===== config.mk =====
export PLATFORM = sky130hd
export DESIGN_NAME = multicycle_sequencer
export DESIGN_NICKNAME = d
export VERILOG_FILES = /design/src/rtl/multicycle_sequencer.sv
export SDC_FILE = /design/constraint.sdc
export NUM_CORES = 1
export LEC_CHECK = 0
export BUFFER_PORTS_ARGS = -buffer_cell sky130_fd_sc_hd__buf_4
export CORE_MARGIN = 5
export CORE_UTILIZATION = 55
export DETAILED_ROUTE_END_ITERATION = 16
export PLACE_DENSITY_LB_ADDON = 0.2
export SYNTH_ARGS = -nofsm -noshare
export SYNTH_HDL_FRONTEND = slang
export SYNTH_SLANG_ARGS = --single-unit

===== constraint.sdc =====
create_clock -name clk -period 3.6 [get_ports clk]
set_clock_uncertainty 0.2 [all_clocks]
set_input_delay 0.18 -clock clk [delete_from_list [all_inputs] [get_ports clk]]
set_output_delay 0.18 -clock clk [all_outputs]
set_load 0.005 [all_outputs]

===== src/rtl/multicycle_sequencer.sv =====
// Multicycle control FSM for a 19-bit instruction word, with memory wait timeout.
// Optional macro ILLEGAL_TRAP_EN: undefined encodings halt instead of acting as NOP.
module multicycle_sequencer #(
  parameter int unsigned TIMEOUT = 16
) (
  input  logic        clk,
  input  logic        rst,
  input  logic [18:0] instr,
  input  logic        mem_ready,
  input  logic        zero,
  output logic        mem_req,
  output logic        mem_we,
  output logic        mem_sel_data,
  output logic        ir_we,
  output logic        pc_we,
  output logic [1:0]  pc_src,
  output logic        reg_write,
  output logic [1:0]  alu_code,
  output logic        i_flag,
  output logic        j_flag,
  output logic [2:0]  state,
  output logic        mem_err
);

  typedef enum logic [2:0] {
    S_FETCH  = 3'd0,
    S_DECODE = 3'd1,
    S_EXEC   = 3'd2,
    S_MEM    = 3'd3,
    S_WB     = 3'd4,
    S_HALT   = 3'd7
  } state_e;

`ifdef ILLEGAL_TRAP_EN
  localparam state_e ILL_NEXT = S_HALT;
`else
  localparam state_e ILL_NEXT = S_FETCH;
`endif

  localparam logic [7:0] TO_LAST = 8'(TIMEOUT - 1);

  state_e      state_q;
  state_e      next_state;
  logic [18:0] ir_q;
  logic [7:0]  wait_cnt;

  logic [1:0]  ir_type;
  logic [1:0]  ir_code;
  logic [2:0]  ir_funct;
  logic        unused_ir;

  assign ir_type   = ir_q[18:17];
  assign ir_code   = ir_q[16:15];
  assign ir_funct  = ir_q[2:0];
  assign unused_ir = ^ir_q[14:3];

  logic is_r;
  logic is_i;
  logic is_b;
  logic is_j;
  logic is_lw;
  logic is_sw;
  logic is_beq;
  logic is_ill;

  always_comb begin
    is_r   = (ir_type == 2'b00);
    is_i   = (ir_type == 2'b01);
    is_b   = (ir_type == 2'b10);
    is_j   = (ir_type == 2'b11);
    is_lw  = is_i && (ir_code == 2'b10);
    is_sw  = is_b && (ir_code == 2'b00);
    is_beq = is_b && (ir_code == 2'b10);
    is_ill = (is_r && (ir_funct == 3'b011 ||
                       ir_funct == 3'b110)) ||
             (is_b && (ir_code == 2'b11));
  end

  logic [1:0] dec_alu;
  logic       dec_i;
  logic       dec_j;

  always_comb begin
    dec_alu = 2'b00;
    dec_i   = is_i || is_b;
    dec_j   = is_j;
    unique case (1'b1)
      is_r: begin
        unique case (ir_funct)
          3'b010:  dec_alu = 2'b01;
          3'b100:  dec_alu = 2'b10;
          3'b101:  dec_alu = 2'b11;
          default: dec_alu = 2'b00;
        endcase
      end
      is_i: begin
        if (ir_code == 2'b01)
          dec_alu = 2'b10;
      end
      is_b: begin
        if (is_beq)
          dec_alu = 2'b01;
      end
      is_j: dec_alu = 2'b00;
      default: dec_alu = 2'b00;
    endcase
  end

  logic waiting;
  logic timed_out;

  assign waiting   = (state_q == S_FETCH ||
                      state_q == S_MEM) && !mem_ready;
  assign timed_out = waiting && (wait_cnt == TO_LAST);

  // State register, IR, wait counter and sticky error flag
  always_ff @(posedge clk or posedge rst) begin
    if (rst) begin
      state_q  <= S_FETCH;
      ir_q     <= '0;
      wait_cnt <= '0;
      mem_err  <= 1'b0;
    end else begin
      state_q <= next_state;
      if (state_q == S_FETCH && mem_ready)
        ir_q <= instr;
      if (next_state != state_q)
        wait_cnt <= '0;
      else if (waiting)
        wait_cnt <= wait_cnt + 8'd1;
      if (next_state == S_HALT)
        mem_err <= 1'b1;
    end
  end

  always_comb begin
    next_state = state_q;
    unique case (state_q)
      S_FETCH: begin
        if (mem_ready)
          next_state = S_DECODE;
        else if (timed_out)
          next_state = S_HALT;
      end
      S_DECODE: next_state = S_EXEC;
      S_EXEC: begin
        if (is_ill)
          next_state = ILL_NEXT;
        else if (is_lw || is_sw)
          next_state = S_MEM;
        else if (is_b || is_j)
          next_state = S_FETCH;
        else
          next_state = S_WB;
      end
      S_MEM: begin
        if (mem_ready)
          next_state = is_sw ? S_FETCH : S_WB;
        else if (timed_out)
          next_state = S_HALT;
      end
      S_WB:   next_state = S_FETCH;
      S_HALT: next_state = S_HALT;
      default: next_state = S_FETCH;
    endcase
  end

  // Outputs are held low for as long as reset is asserted
  always_comb begin
    mem_req      = 1'b0;
    mem_we       = 1'b0;
    mem_sel_data = 1'b0;
    ir_we        = 1'b0;
    pc_we        = 1'b0;
    pc_src       = 2'b00;
    reg_write    = 1'b0;
    alu_code     = 2'b00;
    i_flag       = 1'b0;
    j_flag       = 1'b0;
    if (!rst) begin
      unique case (state_q)
        S_FETCH: begin
          mem_req = 1'b1;
          if (mem_ready) begin
            ir_we = 1'b1;
            pc_we = 1'b1;
          end
        end
        S_EXEC: begin
          alu_code = dec_alu;
          i_flag   = dec_i;
          j_flag   = dec_j;
          if (is_beq && zero) begin
            pc_we  = 1'b1;
            pc_src = 2'b01;
          end
          if (is_j) begin
            pc_we     = 1'b1;
            pc_src    = 2'b10;
            reg_write = 1'b1;
          end
        end
        S_MEM: begin
          mem_req      = 1'b1;
          mem_sel_data = 1'b1;
          i_flag       = 1'b1;
          mem_we       = is_sw;
        end
        S_WB: begin
          reg_write = 1'b1;
          alu_code  = dec_alu;
          i_flag    = dec_i;
          j_flag    = dec_j;
        end
        default: ;
      endcase
    end
  end

  assign state = rst ? 3'd0 : state_q;

endmodule

# ---- Word level (Yosys, flattened, before mapping)
# Index checks and enable logic that the tools add are counted.
dict set report word_totals {
  regBits 31
  out_inout_bits 16
  input_bits 23
}
dict set report op_classes {
  add_sub_neg 1
  n_eq_ne 19
  reduce_logical 22
  mux 41
}
# cell count
set ops {}
lappend ops {{2-to-1 mux 3 bit} 8}
lappend ops {{2-to-1 mux 1 bit} 19}
lappend ops {{equality test 3 bit (second input constant)} 6}
lappend ops {{2-to-1 mux 8 bit} 2}
lappend ops {{one-hot mux 3 bit (5 select lines)} 1}
lappend ops {{equality test 3 x 2 -> 1 bit (second input constant)} 4}
lappend ops {{2-to-1 mux 2 bit} 6}
lappend ops {{one-hot mux 2 bit (3 select lines)} 2}
lappend ops {{logical AND 1 bit} 9}
lappend ops {{adder 8 x 1 -> 8 bit (second input constant)} 1}
lappend ops {{equality test 2 bit (second input constant)} 4}
lappend ops {{equality test 8 x 4 -> 1 bit (second input constant)} 1}
lappend ops {{logical OR 1 bit} 6}
lappend ops {{one-hot mux 1 bit (2 select lines)} 3}
lappend ops {{equality test 2 x 1 -> 1 bit (second input constant)} 2}
lappend ops {{zero test 2 bit} 2}
lappend ops {{OR reduction 2 bit} 2}
lappend ops {{equality test 3 x 1 -> 1 bit (second input constant)} 1}
lappend ops {{zero test 3 bit} 1}
lappend ops {{inequality test 3 bit} 1}
lappend ops {{nonzero test 2 bit} 1}
lappend ops {{zero test 1 bit} 1}

# ---- Longest topological paths before layout
dict set report depth {
  ltp_word 9
  depth_mapped 7
  mapped_depth_nobuf 7
}

# ---- Worst setup path before layout
# Ideal clock, no wire load.
dict set report synth_path {
  kind {flip-flop to flip-flop}
  from {register ir_q[17]}
  to {register wait_cnt[0]}
  path_slack_ps 1408
  arrival_time_ps 1906
  synth_period_minus_slack_ps 2192
  path_stages_with_launch 7
  required_ps 3314
  cell_sequence {dfrtp_1 inv_1 ha_1 and3_4 or4_4 a221o_2 nor3_1}
}
dict set report synth_between {
  elab_chain_cells 8
}
# element line_no
set synth_lines {}
lappend synth_lines {{start: declaration} 44} ;# logic [18:0] ir_q;
lappend synth_lines {{start signal: assignment} 126} ;# ir_q <= instr;
lappend synth_lines {{equality test 2 bit, or another cell as far along} 69} ;# is_b = (ir_type == 2'b10);
lappend synth_lines {{logical OR 1 bit, or another cell as far along} 151} ;# else if (is_b || is_j)
lappend synth_lines {{2-to-1 mux 3 bit / logical OR 1 bit (equally long branches)} {151, 149}}
lappend synth_lines {{2-to-1 mux 3 bit} 149} ;# else if (is_lw || is_sw)
lappend synth_lines {{2-to-1 mux 3 bit} 147} ;# if (is_ill)
lappend synth_lines {{one-hot mux 3 bit (5 select lines) *} 138} ;# unique case (state_q)
lappend synth_lines {{inequality test 3 bit *} 127} ;# if (next_state != state_q)
lappend synth_lines {{2-to-1 mux 8 bit / nonzero test 2 bit (equally long branches)} n/a}
lappend synth_lines {{end signal: assignment} 130} ;# wait_cnt <= wait_cnt + 8'd1;
lappend synth_lines {{end: declaration} 45} ;# logic [7:0] wait_cnt;
# Mark *: on every way between the ends. The rest lies on a longest branch, timed or not.
# A chain may end at the register's enable or synchronous reset.

# ---- Worst setup path in the final report
dict set report layout_path {
  from {register state_q[1]}
  to {output alu_code[0]}
}
dict set report layout_between {
  elab_chain_cells 4
}
# element line_no
set layout_lines {}
lappend layout_lines {{start: declaration} 42} ;# state_e state_q;
lappend layout_lines {{start signal: assignment} 124} ;# state_q <= next_state;
lappend layout_lines {{equality test 3 x 2 -> 1 bit / equality test 3 bit (equally long branches)} 181} ;# unique case (state_q)
lappend layout_lines {{OR reduction 2 bit (no source line) *} n/a}
lappend layout_lines {{2-to-1 mux 2 bit *} 181}
lappend layout_lines {{2-to-1 mux 2 bit *} 180} ;# if (!rst) begin
lappend layout_lines {{end: declaration} 18} ;# output logic [1:0] alu_code,
# Marks and branches as above.

==> run summary <==
=======================================================================================
Outcome                                                                    finished, final reports clean
Worst-case headroom to the max-slew limit                                         0.469
Antenna Violating Nets Remaining                                                      0
Area growth, synth to finish                                                      22.5%
Critical Path Start Type                                                      flip-flop
Via density                                                                        5.71
Die X-Extent                                                                    58.4 um
Later-pin clock latency in the skew report                                      0.29 ns
Worst reg2reg setup slack                                                       1.18 ns
Register area share after synthesis                                               0.369
Number of warnings issued by yosys                                                    0
Post-Route Setup TNS                                                               0 ns
Clock-pin transition on the worst setup and hold timing paths                   0.11 ns
Setup Viol. Count Final                                                               0
Mux cell area share after synthesis                                              0.0690
Global-route wire length before repair                                          4.95 mm
Antenna violations before repair                                                      0
Critical-path maximum fanout                                                         13
Compound-Gate Fraction of Synth Area                                              0.107
Fraction of the mapped netlist area in adder cells                               0.0486
Post-synth EDFFs                                                                      0
Area of the mapped netlist                                                     1290 um2
Area leader, netlist                                                            dfrtp_1
Post-synthesis share of cell area spent on and, or, nand and nor gates            0.292
Worst Setup End Kind                                                       primary output
Clk sinks                                                                            19
Period utilisation layout                                                         0.690
Final #Nets                                                                         199
Number of buffers on the longest clock path                                           2
Synth Area in XOR/XNOR                                                           0.0612
FILL cells                                                                          186
Total non-filler cell area in the finished layout                              1580 um2
Maxcap violations                                                                     0
Number of register bits inferred by synthesis                                        19
Commonest non-fill, non-tap cell in the layout                                    buf_4
Routability-driven placement congestion ratio                                     0.852
Net count of the mapped netlist                                                     166
Commonest cells after routing, fill and taps aside                         buf_4, dfrtp_1, nor3_1
Ordered list of cells on the worst path                                    nor2b_1 > nor2_1 > or4_1 > a21oi_1 > buf_4
Leakage power                                                                  0.731 nW
Crit path time final                                                            2.48 ns
Cell with the biggest individual delay on the critical path                     dfrtp_1
Launching element of the worst setup path                                  state_q[1]$_DFF_PP0_
Total chip power                                                               0.351 mW
Combinational family with the most area after synthesis                    simple AND/OR/NAND/NOR gates
Number of standard cells after synthesis                                            138
Delay contributed by the slowest stage of the critical path                     0.57 ns
CTS tree                                                                            yes
Top cell family by delay on the critical path                              simple AND/OR/NAND/NOR gates
Total track usage                                                                 0.185
Most instantiated flip-flop cell in the synthesis netlist                       dfrtp_1
Worst setup path class                                                     flip-flop to primary output
Number of buffer and inverter stages on the critical path                             1
Hold Crit Start                                                               mem_ready
Total iterations of the first detailed-routing run                                    4
Non-filler instance count after layout                                              198
Placeable core region                                                          2230 um2
Area share of the largest cell type after synthesis                               0.369
Pin count of the biggest net entering global routing                                 21
Number of global-route vias before repair                                          1171
Layout cell share with drive strength beyond 1                                    0.265
Cell count of the worst reg-to-reg path                                               7
Worst flop-to-flop path startpoint                                         ir_q[17]$_DFFE_PP0P_
Data arrival, critical path                                                     2.10 ns
Worst hold path class                                                      primary input to flip-flop
CTS buffer count                                                                      3
Ys async rst share                                                                 1.00
Congestion Overflow GR                                                                0
DP Wirelength                                                                   2.15 mm
Number of instances in the placed design                                            186
Peak supply drop                                                               0.225 mV
Worst R2R End                                                              wait_cnt[5]$_DFFE_PP0P_
Transition at the pin with the smallest max-transition slack                   0.796 ns
Vertical die dimension                                                          58.4 um
Wirelength per Cell                                                             14.8 um
Areal power density over the cells                                           222 nW/um2
Dpl ws                                                                          1.19 ns
Setup repair after global routing missed its margin                               false
Worst Hold Endpoint                                                        state_q[1]$_DFF_PP0_
Synth cell types                                                                     43
Number of violations reported at the end of detailed-routing iteration 0             24
Library cell used as clock root buffer                                         clkbuf_4
Required time of the critical path                                              3.22 ns
Final worst setup slack                                                         1.12 ns
Number of primary I/O pins                                                           39
Max-slew violation total from the final report                                        0
Inserted Diodes                                                                       0
Largest cells by area after synthesis                                      dfrtp_1, mux2_2, xor2_1
Per-instance average area after synthesis                                      9.33 um2
Placement Rows                                                                       17
DRC violations left                                                                   0
Total number of vias                                                               1130
Fmax                                                                          0.402 GHz
Number of cells on the worst hold path                                                4
DRT Wirelength                                                                  2.93 mm
H-tree levels                                                                         1
Placed cell areas                                                              1470 um2
Floorplan die area                                                             3410 um2
Initial Utilization                                                               0.576
Post-CTS setup-driven buffer insertion count                                          0
Fin. Hold Viols                                                                       0
I/O Buffers                                                                          26
=======================================================================================
==> layer usage <==
layer	part of all wire	GRT usage	vias to the layer above
li1	-	-	561
met2	0.51	0.327	33
met4	0.0041	0.0662	0
met5	0	0	-
met1	0.42	0.224	534
met3	0.060	0.0307	2
==> final cells by class <==
class                           instances  area, um2  share of cell area
Multi-Input combinational cell        107        743               0.471
Timing Repair Buffer                   34        275               0.174
Sequential cell                        19        475               0.301
Clock buffer                            4       26.3              0.0167
Tap cell                               28       35.0              0.0222
Inverter                                6       22.5              0.0143
==> report_power, final <==
group	total (mW)	switching (mW)	internal (mW)
Combinational	0.0292	0.0128	0.0164
Clock	0.107	0.0638	0.0431
Sequential	0.215	0.000668	0.214
Total	0.351	0.0773	0.273
==> cells by family (layout without fill, tap and decap cells) <==
family | after synthesis | count (layout)
compound gates | 20 | 20
xor+xnor | 9 | 9
buf+inv | 12 | 44
simple gates | 65 | 65
flops | 19 | 19
mux | 8 | 8
fa+ha+maj | 5 | 5
==> tightest hold or removal path: cells and delay by family <==
kind / cells / cell delay [ns]
AO/OA/AOI/OAI: 2 / 0.13
buffers and inverters: 1 / 0.14
AND/OR/NAND/NOR: 1 / 0.05
==> state kept, by name (all words and copies together) (netlist names) <==
register	cells
mem_err	1
ir_q	7
state_q	3
wait_cnt	8
==> cell usage after synthesis, types with 2 or more instances <==
| library cell | count |
|---|---|
| o211ai_1 | 2 |
| nand4_1 | 3 |
| clkbuf_1 | 3 |
| nand3_1 | 3 |
| clkbuf_8 | 2 |
| nor2_1 | 10 |
| nor3_1 | 11 |
| inv_1 | 6 |
| nand2_1 | 10 |
| nand3b_1 | 3 |
| and3_1 | 5 |
| nor2b_1 | 5 |
| nor4_1 | 2 |
| o21ai_0 | 3 |
| a21oi_1 | 6 |
| xor2_1 | 8 |
| mux2_2 | 7 |
| a211o_1 | 2 |
| dfrtp_1 | 19 |
| ha_1 | 5 |
==> worst max-delay path by stage <==
| stage | end | depth (start not counted) |
|---|---|---|
| floorplan | wait_cnt[0]$_DFFE_PP0P_ | 6 |
| global placement | wait_cnt[4]$_DFFE_PP0P_ | 6 |
| detailed placement | wait_cnt[5]$_DFFE_PP0P_ | 7 |
| CTS | alu_code[0] | 5 |
| global route | alu_code[0] | 5 |
| finish | alu_code[0] | 5 |
==> through the flow <==
stage                     hold slack (ns)  utilization
after floorplan                     0.132            -
after global placement              0.198        0.659
after detailed placement            0.217        0.659
after CTS                          0.0354        0.706
after global routing               0.0553        0.706
final                              0.0496        0.706
==> what timing repair did <==
item,CTS,global route
hold buffers,8,0
gates resized for setup,0,0
endpoints found under the hold margin,26,0
Power figures use the tool's default switching activity.
